[src/rtl/uart_pkg.sv]
// ---------------------------------------------------------------------------
// uart_pkg
// Shared constants for the UART transmit path.
//   - Baud divisors for a 50 MHz system clock (clock cycles per bit).
//   - Encodings for the transmit-feeder sequencer states.
// No ports; imported by the transmit feeder.
// ---------------------------------------------------------------------------
package uart_pkg;

  localparam int unsigned CLK_HZ  = 50_000_000;

  // Clock cycles per bit, rounded to nearest, at CLK_HZ
  localparam int unsigned B115200 = 434;
  localparam int unsigned B57600  = 868;
  localparam int unsigned B38400  = 1302;
  localparam int unsigned B19200  = 2604;
  localparam int unsigned B9600   = 5208;
  localparam int unsigned B4800   = 10417;
  localparam int unsigned B2400   = 20833;
  localparam int unsigned B1200   = 41667;
  localparam int unsigned B600    = 83333;
  localparam int unsigned B300    = 166667;

  // Sequencer states; the encoding is wider than needed so that stray
  // values exist and are explicitly steered back to IDLE
  localparam logic [2:0] IDLE      = 3'd0;
  localparam logic [2:0] START     = 3'd1;
  localparam logic [2:0] WAIT_BUSY = 3'd2;
  localparam logic [2:0] WAIT_DONE = 3'd3;

endpackage

[src/rtl/uart_tx_feeder_sync_fifo.sv]
// ---------------------------------------------------------------------------
// sync_fifo
// Single-clock circular-buffer FIFO with a separate occupancy counter.
// Ports:
//   clk      in   system clock
//   rstn     in   synchronous active-low reset (flushes pointers and level)
//   i_push   in   write i_din this cycle
//   i_pop    in   discard the head entry this cycle (ignored when empty)
//   i_din    in   WIDTH  data to write
//   o_dout   out  WIDTH  head entry, shown combinationally from memory
//   o_full   out  level == 2**DEPTH_LOG2
//   o_empty  out  level == 0
//   o_level  out  DEPTH_LOG2+1  current occupancy
// A push while full is accepted only when a pop happens in the same cycle.
// ---------------------------------------------------------------------------
module sync_fifo #(
  parameter int WIDTH      = 8,
  parameter int DEPTH_LOG2 = 4
) (
  input  logic                  clk,
  input  logic                  rstn,
  input  logic                  i_push,
  input  logic                  i_pop,
  input  logic [WIDTH-1:0]      i_din,
  output logic [WIDTH-1:0]      o_dout,
  output logic                  o_full,
  output logic                  o_empty,
  output logic [DEPTH_LOG2:0]   o_level
);

  localparam int                  DEPTH    = 1 << DEPTH_LOG2;
  localparam logic [DEPTH_LOG2:0] LVL_MAX  = (DEPTH_LOG2+1)'(DEPTH);
  localparam logic [DEPTH_LOG2:0] LVL_ONE  = (DEPTH_LOG2+1)'(1);
  localparam logic [DEPTH_LOG2-1:0] PTR_ONE = DEPTH_LOG2'(1);

  logic [WIDTH-1:0]      r_mem [DEPTH];
  logic [DEPTH_LOG2-1:0] r_wr_ptr;
  logic [DEPTH_LOG2-1:0] r_rd_ptr;
  logic [DEPTH_LOG2:0]   r_level;
  logic                  w_do_push;
  logic                  w_do_pop;

  // full/empty come straight from the level register, so they carry no
  // combinational path from the push/pop inputs
  assign o_full    = (r_level == LVL_MAX);
  assign o_empty   = (r_level == '0);
  assign o_level   = r_level;
  assign o_dout    = r_mem[r_rd_ptr];

  assign w_do_pop  = i_pop && !o_empty;
  assign w_do_push = i_push && (!o_full || w_do_pop);

  // Storage array; no reset needed since level gates every read
  always_ff @(posedge clk) begin
    if (w_do_push) begin
      r_mem[r_wr_ptr] <= i_din;
    end
  end

  // Pointers wrap naturally at DEPTH; level is unchanged on push+pop
  always_ff @(posedge clk) begin
    if (!rstn) begin
      r_wr_ptr <= '0;
      r_rd_ptr <= '0;
      r_level  <= '0;
    end else begin
      if (w_do_push) begin
        r_wr_ptr <= r_wr_ptr + PTR_ONE;
      end
      if (w_do_pop) begin
        r_rd_ptr <= r_rd_ptr + PTR_ONE;
      end
      if (w_do_push && !w_do_pop) begin
        r_level <= r_level + LVL_ONE;
      end else if (!w_do_push && w_do_pop) begin
        r_level <= r_level - LVL_ONE;
      end
    end
  end

endmodule

[src/rtl/uart_tx_feeder.sv]
// ---------------------------------------------------------------------------
// uart_tx_feeder
// Byte buffer in front of the serial transmitter. Producers write bytes at
// core speed into a FIFO; a sequencer hands them to the transmitter one at a
// time over its start/data/ready handshake.
// Ports:
//   clk         in   system clock (50 MHz)
//   rstn        in   synchronous active-low reset
//   i_wr_en     in   push i_wr_data this cycle
//   i_wr_data   in   8  byte to queue
//   o_full      out  FIFO holds 2**DEPTH_LOG2 bytes
//   o_empty     out  FIFO holds 0 bytes
//   o_level     out  DEPTH_LOG2+1  byte count
//   o_overflow  out  sticky: a write was dropped because the FIFO was full
//   o_tx_err    out  sticky: transmitter never went busy after a start
//   o_tx_start  out  registered one-cycle start pulse to the transmitter
//   o_tx_data   out  8  registered byte, stable until the next pop
//   i_tx_ready  in   transmitter idle (1) / busy (0)
// BUSY_TIMEOUT must lie in 3..7 (3-bit timeout counter).
// ---------------------------------------------------------------------------
module uart_tx_feeder
  import uart_pkg::*;
#(
  parameter int DEPTH_LOG2   = 4,
  parameter int BUSY_TIMEOUT = 7
) (
  input  logic                  clk,
  input  logic                  rstn,
  input  logic                  i_wr_en,
  input  logic [7:0]            i_wr_data,
  output logic                  o_full,
  output logic                  o_empty,
  output logic [DEPTH_LOG2:0]   o_level,
  output logic                  o_overflow,
  output logic                  o_tx_err,
  output logic                  o_tx_start,
  output logic [7:0]            o_tx_data,
  input  logic                  i_tx_ready
);

  localparam logic [2:0] CNT_LAST = 3'(BUSY_TIMEOUT - 1);
  localparam logic [2:0] CNT_ONE  = 3'd1;

  logic [2:0]  r_state;
  logic [2:0]  r_cnt;
  logic        r_tx_start;
  logic [7:0]  r_tx_data;
  logic        r_overflow;
  logic        r_tx_err;

  logic        w_full;
  logic        w_empty;
  logic [7:0]  w_head;
  logic        w_pop;
  logic        w_drop;
  logic        w_timeout;

  sync_fifo #(
    .WIDTH      (8),
    .DEPTH_LOG2 (DEPTH_LOG2)
  ) u_fifo (
    .clk     (clk),
    .rstn    (rstn),
    .i_push  (i_wr_en),
    .i_pop   (w_pop),
    .i_din   (i_wr_data),
    .o_dout  (w_head),
    .o_full  (w_full),
    .o_empty (w_empty),
    .o_level (o_level)
  );

  // Pop only from IDLE with the transmitter idle, so a start pulse is never
  // issued while ready is low
  assign w_pop     = (r_state == IDLE) && !w_empty && i_tx_ready;

  // A full FIFO still takes the write when the head leaves in the same cycle
  assign w_drop    = i_wr_en && w_full && !w_pop;

  // Counter started at 0 on WAIT_BUSY entry, so the last allowed value is
  // BUSY_TIMEOUT-1 and the flag lands BUSY_TIMEOUT cycles after entry
  assign w_timeout = (r_state == WAIT_BUSY) && i_tx_ready && (r_cnt == CNT_LAST);

  assign o_full     = w_full;
  assign o_empty    = w_empty;
  assign o_overflow = r_overflow;
  assign o_tx_err   = r_tx_err;
  assign o_tx_start = r_tx_start;
  assign o_tx_data  = r_tx_data;

  // Sequencer: data and start are registered together because the
  // transmitter latches data on the cycle start is high
  always_ff @(posedge clk) begin
    if (!rstn) begin
      r_state    <= IDLE;
      r_cnt      <= '0;
      r_tx_start <= 1'b0;
      r_tx_data  <= 8'h00;
    end else begin
      case (r_state)
        IDLE: begin
          if (w_pop) begin
            r_tx_data  <= w_head;
            r_tx_start <= 1'b1;
            r_state    <= START;
          end
        end
        START: begin
          r_tx_start <= 1'b0;
          r_cnt      <= '0;
          r_state    <= WAIT_BUSY;
        end
        WAIT_BUSY: begin
          if (!i_tx_ready) begin
            r_state <= WAIT_DONE;
          end else if (w_timeout) begin
            r_state <= IDLE;
          end else begin
            r_cnt <= r_cnt + CNT_ONE;
          end
        end
        WAIT_DONE: begin
          if (i_tx_ready) begin
            r_state <= IDLE;
          end
        end
        default: begin
          r_tx_start <= 1'b0;
          r_state    <= IDLE;
        end
      endcase
    end
  end

  // Sticky error flags, cleared only by reset
  always_ff @(posedge clk) begin
    if (!rstn) begin
      r_overflow <= 1'b0;
      r_tx_err   <= 1'b0;
    end else begin
      if (w_drop) begin
        r_overflow <= 1'b1;
      end
      if (w_timeout) begin
        r_tx_err <= 1'b1;
      end
    end
  end

endmodule
[config.mk]
export PLATFORM = sky130hd
export DESIGN_NAME = uart_tx_feeder
export DESIGN_NICKNAME = d
export VERILOG_FILES = /design/src/rtl/uart_pkg.sv /design/src/rtl/uart_tx_feeder_sync_fifo.sv /design/src/rtl/uart_tx_feeder.sv
export SDC_FILE = /design/constraint.sdc
export NUM_CORES = 1
export LEC_CHECK = 0
export ABC_AREA = 0
export CAP_MARGIN = 10
export CELL_PAD_IN_SITES_DETAIL_PLACEMENT = 1
export CELL_PAD_IN_SITES_GLOBAL_PLACEMENT = 2
export CORE_MARGIN = 2
export CORE_UTILIZATION = 40
export DETAILED_ROUTE_END_ITERATION = 10
export GPL_ROUTABILITY_DRIVEN = 1
export PLACE_DENSITY = 0.85
export SYNTH_ARGS = -nofsm -noshare
export SYNTH_HDL_FRONTEND = slang
export SYNTH_SLANG_ARGS = --single-unit
[constraint.sdc]
create_clock -name clk -period 2.7 [get_ports clk]
set_input_delay 0.405 -clock clk [delete_from_list [all_inputs] [get_ports clk]]
set_output_delay 0.405 -clock clk [all_outputs]
set_load 0.01 [all_outputs]
==> results.md <==
- Total Neg Setup Slack: 0 ns
- Initial antenna violation count: 0
- Number of nets produced by synthesis: 435
- Outcome: complete, no violations
- Slew of the pin with the lowest slew margin: 0.8259 ns
- Total number of placement rows: 45
- Pleak: between 2 and 2.5 nW
- Overall track demand over capacity in global routing: 19.01%
- Last weighted congestion value of the routability-driven placer: 0.7762
- Number of distinct library cells after synthesis: 38
- Maximum frequency from static timing analysis: 400.7 MHz
- Placed Cells incl. Taps: between 600 and 700
- Postcts setup bufs: 0
- Remaining global-route overflow: 0
- Clock insertion delay at the later pin of the skew report: 0.43 ns
- First-pass GRT wire length: 22.74 mm
- Maximum cell stage delay along the critical path: between 0.4 and 0.5 ns
- Per-cell via count in the routed design: 5.308
- Post-synth EDFFs: 128
- Clock tree from TritonCTS: built
- Summed area of non-filler cells in the final layout: 7585 um2
- Path class of the lowest-slack min-delay path: input port to flop
- Data arrival at the endpoint of the critical path: 2.86 ns
- Final worst path period need: 2.496 ns
- Wire length per cell after detailed routing: 21.31 um
- Number of buffers inserted during clock tree synthesis: 17
- Clock tree skew after final layout: 0.01021 ns
- Post-synthesis cell area: ~6300 um2
- Power per unit of standard cell area: 850.2 nW/um2
- Synthesized-area fraction occupied by ao, oa, aoi and oai cells: ~6%
- Dpl cell area: between 7000 and 8000 um2
- Register clock-pin slew on the reported worst setup and hold paths: 0.06 ns
- Final hold viol count: 0
- Tightest slew margin relative to the limit: 44.77%
- Bufs on Longest Clock Path: 2
- Slew Limit Fails: 0
- Area of the die: roughly 17000 um2
- Detailed Route Iter0 Violations: 249
- Critical Path Stages: 10
- Overall die height: roughly 130 um
- Highest fanout seen on the critical path: 5
- DIE WIDTH: 129.8 um
- Portion of netlist area occupied by mux cells: 11.08%
- CP max stage cell: nor4_4
- Max-cap violations: 0
- DPL Wire Length: between 9 and 10 mm
- CTS sink count: 157
- Number of detailed-routing iterations run before antenna repair: 5
- Largest delay contributor family on the critical path: simple AND/OR/NAND/NOR gates
- Post-synthesis area per instance: 15.39 um2
- Final wirelength: between 10 and 15 mm
- Fraction of the cycle the final worst path needs: roughly 90%
- Via count of the first global-routing pass: 3921
- Buffers on Ports: 29
- Flip-flop cell with the highest count after synthesis: edfxtp_1
- Number of antenna cells inserted: 0
- Number of ports placed on the die boundary: 30
- Unrepaired setup endpoints after global routing: false
- Final setup violating endpoints: 0
- Number of buffer and inverter stages on the critical path: 2
- Core region area: 15310 um2
- Kind of launch point of the worst setup path: flop
- Cell breakdown of the critical path: nor4_4, a21oi_4, inv_1, ha_1, inv_1, ha_1, a21o_1, a21oi_2, mux2i_1, mux2i_1
- Number of vias in the routed layout: 3673
- Fin nets: 493
- Register area share after synthesis: 69.94%
- Area fraction in and, or, nand and nor cells after synthesis: 7.021%
- Starting Density: 41.31%
- Peak supply drop: 0.5607 mV
- Post-route DRC: 0
- Worst setup path class: flop to flop
- Register bit total from synthesis: 157
- Clk root buf: clkbuf_16
- Post-route non-filler standard cell count: 692
- Fraction of final layout cells with drive strength greater than 1: 15.59%
- Post-route antenna net violation count: 0
- Critical path data required time: 3.06 ns
- Synthesized instance count: 411
- Area Growth Syn to Fin: 19.90%
- Hold buffers post-CTS: 0
- Combinational family with the most area after synthesis: multiplexers
- Adder and majority cell fraction of the synthesized area: 2.492%
- Depth of the CTS H-tree: 4
- Post-synthesis xor/xnor area fraction: about 1.4%
- Type of element capturing the critical path: flop
- Worst hold path stage count: 4
- Pin count of the biggest net entering global routing: 24
- Number of fill cells: 1513
- Total of warnings raised by yosys: 0
- Proportion of synthesized flip-flops having asynchronous set or reset: 0%
- Cell depth of the worst flop-to-flop path: 10
[registers in the layout, summed over array words and instances, names as in the netlist]
signal / cells
u_fifo.r_wr_ptr: 4
o_overflow: 1
o_tx_data: 8
u_fifo.r_mem: 128
u_fifo.o_level: 5
o_tx_err: 1
r_cnt: 3
r_state: 2
o_tx_start: 1
u_fifo.r_rd_ptr: 4
[metal layers]
metal,vias up,part of all wire [%],track usage (%)
met5,-,0,0
met4,0,1.9,7.337
met2,108,50,32.31
met1,1868,42,23.45
li1,1675,-,-
met3,22,5.5,4.879
[synthesized netlist by cell type (2+ instances only)]
master    instances  area [um2]
a21o_1            2       15.01
a21oi_1           9       45.04
o21ai_0          12       60.06
o21a_1            3       22.52
nor2b_1           8       50.05
ha_1             11       137.6
xnor2_1           5       43.79
nand3b_1          2       15.01
buf_2             7       35.03
dfxtp_1          29       580.6
xor2_1            5       43.79
a31oi_1           5       31.28
clkbuf_1          9       33.78
and3_1            2       12.51
o22ai_1          20       125.1
a22oi_1           4       30.03
edfxtp_1        128        3844
and2_1           10       62.56
nor2_1           22       82.58
nand2b_1          5       31.28
nand2_1          18       67.56
inv_1            13       48.80
nand4_1           2       12.51
buf_4             2       15.01
mux4_2           12       270.3
nor3_1           12       60.06
mux2i_1          43       430.4
[what timing repair did]
| action | CTS | global route |
|---|---|---|
| setup endpoints to repair | 0 | 2 |
| hold endpoints to repair | 0 | 0 |
| resized for setup | 0 | 3 |
[cell type report]
| type | instances | area, um2 | share of cell area [%] |
|---|---|---|---|
| repair buffers | 58 | 535.5 | 7.060 |
| flip-flops and latches | 157 | 4425 | 58.35 |
| well taps | 211 | 264.0 | 3.481 |
| clock inverters | 11 | 97.59 | 1.287 |
| multi-input cells | 222 | 1777 | 23.42 |
| clock buffers | 20 | 436.7 | 5.757 |
| inverters | 13 | 48.80 | 0.6434 |
[layout by cell type, fill, tap and decap left out, types with 3 or more instances in the layout]
cell type        count
nor2b_1              8
xor2_1               5
clkbuf_16           17
inv_1               13
ha_1                11
and2_1              10
edfxtp_1           128
o22ai_1             20
mux2i_1             43
nor2_1              22
nor3_1              12
clkinv_2             3
buf_4               27
a21oi_1              8
a22oi_1              4
mux4_2              12
clkdlybuf4s50_1     28
o21a_1               3
clkbuf_1             3
clkinv_4             3
clkinvlp_4           3
dfxtp_1             28
a31oi_1              5
o21ai_0             12
xnor2_1              5
nand2_1             18
nand2b_1             5
[power breakdown]
group	switching [mW]	internal, mW
Sequential	0.128	2.78
Clock	0.945	1.26
Combinational	0.704	0.633
Total	1.78	4.67
[worst paths after layout]
check / slack, ns / to / start
worst min-delay path: 0.43 / o_tx_start / i_tx_ready
worst max register to register: 0.20 / u_fifo.o_level[4] / u_fifo.o_level[0]
worst min register to register: 0.47 / o_tx_err / o_tx_err
worst max-delay path: 0.20 / u_fifo.o_level[4] / u_fifo.o_level[0]
[worst register-to-register path, stage by stage (launching register included)]
cell	delay (ns)
dfxtp_1	0.38
nor4_4	0.49
a21oi_4	0.10
inv_1	0.10
ha_1	0.18
inv_1	0.08
ha_1	0.30
a21o_1	0.20
a21oi_2	0.15
mux2i_1	0.24
mux2i_1	0.19
[cell families (layout without fill, tap and decap cells)]
logic type / Yosys count / count (layout)
buffers and inverters: 32 / 102
XOR/XNOR: 10 / 10
multiplexers: 55 / 55
AO/OA/AOI/OAI: 59 / 59
AND/OR/NAND/NOR: 86 / 86
flip-flops: 157 / 157
adder cells (fa/ha/maj): 12 / 12
[through the flow]
stage / hold WS (ns) / utilization [%] / setup slack (ns) / power, mW
6_report: 0.4311 / 49.53 / 0.2041 / 6.449
3_5_place_dp: 0.4640 / 45.95 / -0.2824 / 4.283
5_1_grt: 0.4674 / 49.53 / 0.06389 / 6.722
2_1_floorplan: 0.5039 / - / 0.04227 / 3.685
3_3_place_gp: 0.4466 / 45.95 / -0.1902 / 4.219
4_1_cts: 0.4781 / 49.44 / 0.1354 / 6.477
Note: power is estimated with default switching activity, not from simulation.
